[src/rtl/uart_rx_pkg.sv]
// -----------------------------------------------------------------------------
// uart_rx_pkg
//   Shared UART definitions used by the receiver, and also usable by uart_tx.
//   - Frame geometry (data bits per frame).
//   - Default bit period in clk cycles (100 MHz / 115200 baud).
//   - Receiver state encoding.
//   - 2-of-3 majority helper used when UART_RX_MAJORITY_EN is defined.
// -----------------------------------------------------------------------------
package uart_rx_pkg;

    localparam int UART_DATA_BITS            = 8;
    localparam int UART_CLKS_PER_BIT_DEFAULT = 868;

    typedef enum logic [2:0] {
        IDLE    = 3'd0,
        START   = 3'd1,
        DATA    = 3'd2,
        STOP    = 3'd3,
        WAIT_HI = 3'd4
    } uart_state_e;

    // 2-of-3 majority vote.
    function automatic logic maj3(input logic a, input logic b, input logic c);
        return (a & b) | (a & c) | (b & c);
    endfunction

endpackage

[src/rtl/uart_sync_2ff.sv]
// -----------------------------------------------------------------------------
// uart_sync_2ff
//   Two-flop synchroniser for a single asynchronous level signal. Both flops
//   reset to 1 so an idle-high serial line is not seen as a start bit while
//   coming out of reset.
// Ports
//   clk  in  destination clock, rising edge
//   rst  in  asynchronous, active-high reset
//   i_d  in  asynchronous input
//   o_q  out synchronised copy of i_d (2 clk cycles of latency)
// -----------------------------------------------------------------------------
module uart_sync_2ff (
    input  logic clk,
    input  logic rst,
    input  logic i_d,
    output logic o_q
);

    logic r_meta;
    logic r_sync;

    always_ff @(posedge clk or posedge rst) begin
        if (rst) begin
            r_meta <= 1'b1;
            r_sync <= 1'b1;
        end else begin
            r_meta <= i_d;
            r_sync <= r_meta;
        end
    end

    assign o_q = r_sync;

endmodule

[src/rtl/uart_rx.sv]
// -----------------------------------------------------------------------------
// uart_rx
//   8N1 UART receiver: 1 start bit, 8 data bits LSB first, 1 stop bit, line
//   idle high. Each good byte is delivered with a one-cycle rx_valid pulse; a
//   low stop bit produces a one-cycle rx_frame_err pulse instead and leaves
//   rx_data untouched.
//
// Parameters
//   CLKS_PER_BIT  clk cycles per serial bit, must be >= 4
//
// Ports
//   clk           in   system clock, rising edge
//   rst           in   asynchronous, active-high reset (aborts any frame)
//   rx            in   serial input, asynchronous to clk, idle high
//   rx_data       out  [7:0] last correctly framed byte, held until next one
//   rx_valid      out  one-cycle pulse, rx_data has just been updated
//   rx_frame_err  out  one-cycle pulse, stop bit sampled low
//   rx_busy       out  high in every state except IDLE
//
// Configuration macro
//   UART_RX_MAJORITY_EN  when defined, each bit decision is a 2-of-3 vote of
//                        the synchronised line at counts mid-1, mid, mid+1,
//                        taken at mid+1 (outputs move one cycle later).
//                        When undefined, a single sample is taken at mid.
// -----------------------------------------------------------------------------
module uart_rx
    import uart_rx_pkg::*;
#(
    parameter int CLKS_PER_BIT = UART_CLKS_PER_BIT_DEFAULT
) (
    input  logic       clk,
    input  logic       rst,
    input  logic       rx,
    output logic [7:0] rx_data,
    output logic       rx_valid,
    output logic       rx_frame_err,
    output logic       rx_busy
);

    localparam int CNT_W = $clog2(CLKS_PER_BIT);
    localparam int BIT_W = $clog2(UART_DATA_BITS);

    localparam logic [CNT_W-1:0] CNT_MAX  = CNT_W'(CLKS_PER_BIT - 1);
    localparam logic [CNT_W-1:0] CNT_MID  = CNT_W'(CLKS_PER_BIT / 2 - 1);
    localparam logic [BIT_W-1:0] BIT_LAST = BIT_W'(UART_DATA_BITS - 1);

    // -------------------------------------------------------------------------
    // Input synchroniser
    // -------------------------------------------------------------------------
    logic w_rxs;

    uart_sync_2ff u_sync (
        .clk (clk),
        .rst (rst),
        .i_d (rx),
        .o_q (w_rxs)
    );

    // -------------------------------------------------------------------------
    // State and datapath registers
    // -------------------------------------------------------------------------
    uart_state_e                r_state;
    logic [CNT_W-1:0]           r_cnt;
    logic [BIT_W-1:0]           r_bit_cnt;
    logic [UART_DATA_BITS-1:0]  r_shift;
    logic [UART_DATA_BITS-1:0]  r_data;
    logic                       r_valid;
    logic                       r_frame_err;

    uart_state_e                w_state_next;
    logic [CNT_W-1:0]           w_cnt_next;
    logic [BIT_W-1:0]           w_bit_cnt_next;
    logic [UART_DATA_BITS-1:0]  w_shift_next;
    logic [UART_DATA_BITS-1:0]  w_data_next;
    logic                       w_valid_next;
    logic                       w_frame_err_next;

    // -------------------------------------------------------------------------
    // Bit sampling
    //   The bit counter is cleared while idle and then runs freely, wrapping
    //   every CLKS_PER_BIT cycles, so count 0 is aligned with the start edge
    //   and CNT_MID falls in the middle of every bit of the frame.
    // -------------------------------------------------------------------------
    logic w_sample_tick;
    logic w_sample_bit;

`ifdef UART_RX_MAJORITY_EN
    localparam logic [CNT_W-1:0] CNT_MID_M1 = CNT_W'(CLKS_PER_BIT / 2 - 2);
    localparam logic [CNT_W-1:0] CNT_MID_P1 = CNT_W'(CLKS_PER_BIT / 2);

    logic r_vote_a;
    logic r_vote_b;

    // Capture the first two votes; the third is the live line at mid+1.
    always_ff @(posedge clk or posedge rst) begin
        if (rst) begin
            r_vote_a <= 1'b1;
            r_vote_b <= 1'b1;
        end else begin
            if (r_cnt == CNT_MID_M1) begin
                r_vote_a <= w_rxs;
            end
            if (r_cnt == CNT_MID) begin
                r_vote_b <= w_rxs;
            end
        end
    end

    assign w_sample_tick = (r_cnt == CNT_MID_P1);
    assign w_sample_bit  = maj3(r_vote_a, r_vote_b, w_rxs);
`else
    assign w_sample_tick = (r_cnt == CNT_MID);
    assign w_sample_bit  = w_rxs;
`endif

    // -------------------------------------------------------------------------
    // FSM: registered state
    // -------------------------------------------------------------------------
    always_ff @(posedge clk or posedge rst) begin
        if (rst) begin
            r_state     <= IDLE;
            r_cnt       <= '0;
            r_bit_cnt   <= '0;
            r_shift     <= '0;
            r_data      <= '0;
            r_valid     <= 1'b0;
            r_frame_err <= 1'b0;
        end else begin
            r_state     <= w_state_next;
            r_cnt       <= w_cnt_next;
            r_bit_cnt   <= w_bit_cnt_next;
            r_shift     <= w_shift_next;
            r_data      <= w_data_next;
            r_valid     <= w_valid_next;
            r_frame_err <= w_frame_err_next;
        end
    end

    // -------------------------------------------------------------------------
    // FSM: next state and datapath
    // -------------------------------------------------------------------------
    always_comb begin
        w_state_next     = r_state;
        w_cnt_next       = (r_cnt == CNT_MAX) ? '0 : r_cnt + 1'b1;
        w_bit_cnt_next   = r_bit_cnt;
        w_shift_next     = r_shift;
        w_data_next      = r_data;
        w_valid_next     = 1'b0;
        w_frame_err_next = 1'b0;

        case (r_state)
            IDLE: begin
                // Hold the counter at 0 so the first START cycle is count 0.
                w_cnt_next = '0;
                if (!w_rxs) begin
                    w_state_next = START;
                end
            end

            START: begin
                if (w_sample_tick) begin
                    if (!w_sample_bit) begin
                        w_state_next   = DATA;
                        w_bit_cnt_next = '0;
                    end else begin
                        // Line went back high before mid-bit: a glitch.
                        w_state_next = IDLE;
                    end
                end
            end

            DATA: begin
                if (w_sample_tick) begin
                    // LSB arrives first, so shift right and insert at the MSB.
                    w_shift_next = {w_sample_bit, r_shift[UART_DATA_BITS-1:1]};
                    if (r_bit_cnt == BIT_LAST) begin
                        w_state_next = STOP;
                    end else begin
                        w_bit_cnt_next = r_bit_cnt + 1'b1;
                    end
                end
            end

            STOP: begin
                // Leaving at mid-stop gives half a bit of slack to catch a
                // start bit that follows immediately.
                if (w_sample_tick) begin
                    if (w_sample_bit) begin
                        w_data_next  = r_shift;
                        w_valid_next = 1'b1;
                        w_state_next = IDLE;
                    end else begin
                        w_frame_err_next = 1'b1;
                        w_state_next     = WAIT_HI;
                    end
                end
            end

            WAIT_HI: begin
                // A break or stuck-low line must not be taken as a new start.
                w_cnt_next = '0;
                if (w_rxs) begin
                    w_state_next = IDLE;
                end
            end

            default: begin
                w_state_next = IDLE;
                w_cnt_next   = '0;
            end
        endcase
    end

    // -------------------------------------------------------------------------
    // Outputs
    // -------------------------------------------------------------------------
    assign rx_data      = r_data;
    assign rx_valid     = r_valid;
    assign rx_frame_err = r_frame_err;
    assign rx_busy      = (r_state != IDLE);

endmodule

[config.mk]
export PLATFORM = sky130hd
export DESIGN_NAME = uart_rx
export DESIGN_NICKNAME = d
export VERILOG_FILES = /design/src/rtl/uart_rx_pkg.sv /design/src/rtl/uart_sync_2ff.sv /design/src/rtl/uart_rx.sv
export SDC_FILE = /design/constraint.sdc
export NUM_CORES = 1
export LEC_CHECK = 0
export CORE_MARGIN = 10
export CORE_UTILIZATION = 50
export CTS_CLUSTER_DIAMETER = 80
export DETAILED_ROUTE_END_ITERATION = 16
export PLACE_DENSITY = 0.84
export SLEW_MARGIN = 20
export SYNTH_ARGS = -nofsm -noshare
export SYNTH_HDL_FRONTEND = slang
export SYNTH_SLANG_ARGS = --single-unit
[constraint.sdc]
create_clock -name clk -period 2.14 [get_ports clk]
set_clock_uncertainty 0.2 [all_clocks]
set_input_delay 0.321 -clock clk [delete_from_list [all_inputs] [get_ports clk]]
set_output_delay 0.321 -clock clk [all_outputs]
set_load 0.05 [all_outputs]
==> impl_metrics.env <==
export IMPL_status="complete, but fails checks"
export IMPL_violations="setup timing"
export IMPL_crit_buf_inv=0
export IMPL_final_common_cell="dfrtp_1"
export IMPL_synth_area_leaders="dfrtp_1 (53%), mux2_2 (11%), nor2_1 (4.5%)"
export IMPL_cp_end_kind="flip-flop"
export IMPL_fin_nets=173
export IMPL_avgSynthCellArea_um2=11.8
export IMPL_die_w_um=76.5
export IMPL_slew_headroom_pct=63.5
export IMPL_power_switching_mw=0.244
export IMPL_p_leak_nw=0.930
export IMPL_p_comb_share_pct=1.8
export IMPL_grt_first_pass_wirelength_um=5640
export IMPL_avgRoutedWirePerCell_um=15.4
export IMPL_synth_ff_type="dfrtp_1"
export IMPL_route_detailed_drc=0
export IMPL_globalplace_congestion=0.882
export IMPL_synth_nets=142
export IMPL_io_pins=14
export IMPL_yosysTopAreaCellShare_pct=53.3
export IMPL_cts_buffers_inserted=5
export IMPL_holdCritPathClass="in -> async"
export IMPL_power_total_mw=1.09
export IMPL_async_reset_ff_share_pct=100
export IMPL_pre_cts_ws_ns=-0.0118
export IMPL_path_depth=4
export IMPL_ys_seq_area_share_pct=56.6
export IMPL_critPathTopFamily="simple AND/OR/NAND/NOR gates"
export IMPL_grt_max_degree=37
export IMPL_syn_area_um2=1600
export IMPL_grt_remaining_overflow=0
export IMPL_multi_input_area_um2=668
export IMPL_viasPerCell=5.19
export IMPL_route_antenna_remaining_nets=0
export IMPL_die_h_um=76.5
export IMPL_path_clk_slew_ns=0.11
export IMPL_grt_use_total_pct=12.1
export IMPL_clkPwrFrac_pct=35.2
export IMPL_tightestPinTransition_ns=0.546
export IMPL_dp_cells=202
export IMPL_ys_ff_latch=36
export IMPL_p_sw_share_pct=22.4
export IMPL_clkSinkCount=36
export IMPL_placed_area_um2=1870
export IMPL_n_antenna_cell=0
export IMPL_hold_viol=0
export IMPL_start_util_pct=52.3
export IMPL_grt_pass1_vias=1170
export IMPL_fin_crit_ns=2.21
export IMPL_antenna_found_initial=0
export IMPL_hold_buffers=0
export IMPL_rsz0062_at_grt="true"
export IMPL_p_per_area_nw_per_um2=558
export IMPL_cts_buffer_depth=2
export IMPL_instances_no_fill=211
export IMPL_maxCapViolCount=0
export IMPL_core_um2=3050
export IMPL_max_stage_delay_ns=0.55
export IMPL_path_cells="or2_1, or4b_4, or3_4, mux2_4"
export IMPL_arrival_ns=2.25
export IMPL_worst_path_max_delay_cell="or4b_4"
export IMPL_worst_path_max_fanout=3
export IMPL_synth_top_cell_by_area="dfrtp_1"
export IMPL_die_area_um2=5850
export IMPL_drv_slew=0
export IMPL_clock_root_buffer="clkbuf_4"
export IMPL_vias=1095
export IMPL_yosys_cell_types_count=30
export IMPL_finalSetupTns_ns=-0.108
export IMPL_start_kind="flip-flop"
export IMPL_drive_gt1_share_pct=29.9
export IMPL_drt_pass1_iterations=4
export IMPL_finalSetupViolations=3
export IMPL_place_hpwl_um=2350
export IMPL_num_fill_cells=252
export IMPL_drtIter0Drc=57
export IMPL_ir_drop_mv=0.482
export IMPL_final_area_um2=1950
export IMPL_rows=20
export IMPL_syn_inst=135
export IMPL_internal_power_mw=0.845
export IMPL_critPathKind="reg -> reg"
export IMPL_mostFrequentLayoutCells="dfrtp_1 (34), nor2_1 (19), mux2_2 (16)"
export IMPL_critPathRequiredTime_ns=2.18
export IMPL_drt_wl_total_um=3240
export IMPL_htreeDepth=2
export IMPL_worst_r2r_path_depth=4
export IMPL_syn_to_final_growth_pct=22.5
export IMPL_clock_latency_ns=0.35
export IMPL_fin_crit_sh_pct=103
export IMPL_setup_slack_ns=-0.0680
export IMPL_ff_latch_area_um2=903
export IMPL_ys_warn_count=0
export IMPL_synth_edf_count=0
export IMPL_cts_tree="built"
export IMPL_p_seq_share_pct=63.0
export IMPL_max_freq_ghz=0.453
export IMPL_port_buffer_count=13
==> metrics by stage <==
stage | hold slack, ns | utilization, %
3_3_place_gp | 0.147 | 61.2
5_1_grt | 0.165 | 64.0
2_1_floorplan | 0.125 | -
6_report | 0.146 | 64.0
3_5_place_dp | 0.150 | 61.2
4_1_cts | 0.159 | 63.4
==> power by group through the flow <==
stage,Clock (mW),Combinational (mW),Sequential (mW)
floorplan,0,0.0124,0.698
CTS,0.394,0.0211,0.686
detailed placement,0,0.0212,0.699
finish,0.383,0.0201,0.686
global route,0.435,0.0240,0.687
global placement,0,0.0202,0.699
==> per-layer routing <==
| layer | global-route usage [%] | routed length (µm) | vias to the layer above |
|---|---|---|---|
| met5 | 0 | 0 | - |
| met2 | 20.5 | 1740 | 30 |
| met4 | 6.51 | 57 | 0 |
| met1 | 13.2 | 1270 | 535 |
| met3 | 3.89 | 170 | 8 |
| li1 | - | - | 522 |
==> registers in the layout, summed over array words and instances, names as in the netlist <==
name           cells
rx_frame_err       1
r_bit_cnt          3
rx_valid           1
rx_data            8
r_cnt             10
u_sync.r_meta      1
r_state            3
r_shift            8
u_sync.o_q         1
==> final timing paths <==
path / startpoint / end / slack (ns)
max: r_cnt[3]$_DFF_PP0_ / r_bit_cnt[0]$_DFFE_PP0P_ / -0.07
min: rst / r_state[0]$_DFFE_PP0P_ / 0.15
max reg2reg: r_cnt[3]$_DFF_PP0_ / r_bit_cnt[0]$_DFFE_PP0P_ / -0.07
min reg2reg: u_sync.r_meta$_DFF_PP1_ / u_sync.o_q$_DFF_PP1_ / 0.16
max in group asynchronous: rst / u_sync.r_meta$_DFF_PP1_ / 1.24
min in group clk: u_sync.r_meta$_DFF_PP1_ / u_sync.o_q$_DFF_PP1_ / 0.16
==> kinds of logic after synthesis <==
kind of cell | Yosys count | synth area share, %
and+or+nand+nor | 56 | 17.9
DFF | 36 | 56.6
muxes | 20 | 14.1
xor gates and xnor gates | 8 | 4.39
buffers and inverters | 8 | 2.43
adders and majority gates | 4 | 3.14
AOI/OAI and AO/OA | 3 | 1.41
==> tightest hold or removal path: stages <==
cell and delay, ns:
clkdlybuf4s50_1 0.39, inv_1 0.05, buf_4 0.38
==> what timing repair did <==
action                                  CTS  global route
cloned                                    0             0
pin swaps                                 0             1
setup buffers                             0             1
endpoints found under the setup margin    1            12
gates resized for setup                   1             5
==> synth_stat cells (all sizes together), types with 3 or more instances <==
cell and count:
dfrtp 34, nor2 19, mux2 17, nand2 10, nand3 8, nor3 6
xnor2 6, inv 5, ha 4, mux2i 3, or3 3
==> area by class of cell <==
class	count	area share [%]
Clock buffer	6	2.62
Tap cell	44	2.82
Multi-Input combinational cell	91	34.2
Inverter	5	0.960
Timing Repair Buffer	27	12.7
Sequential cell	36	46.2
Clock inverter	2	0.512
Power figures use the tool's default switching activity.
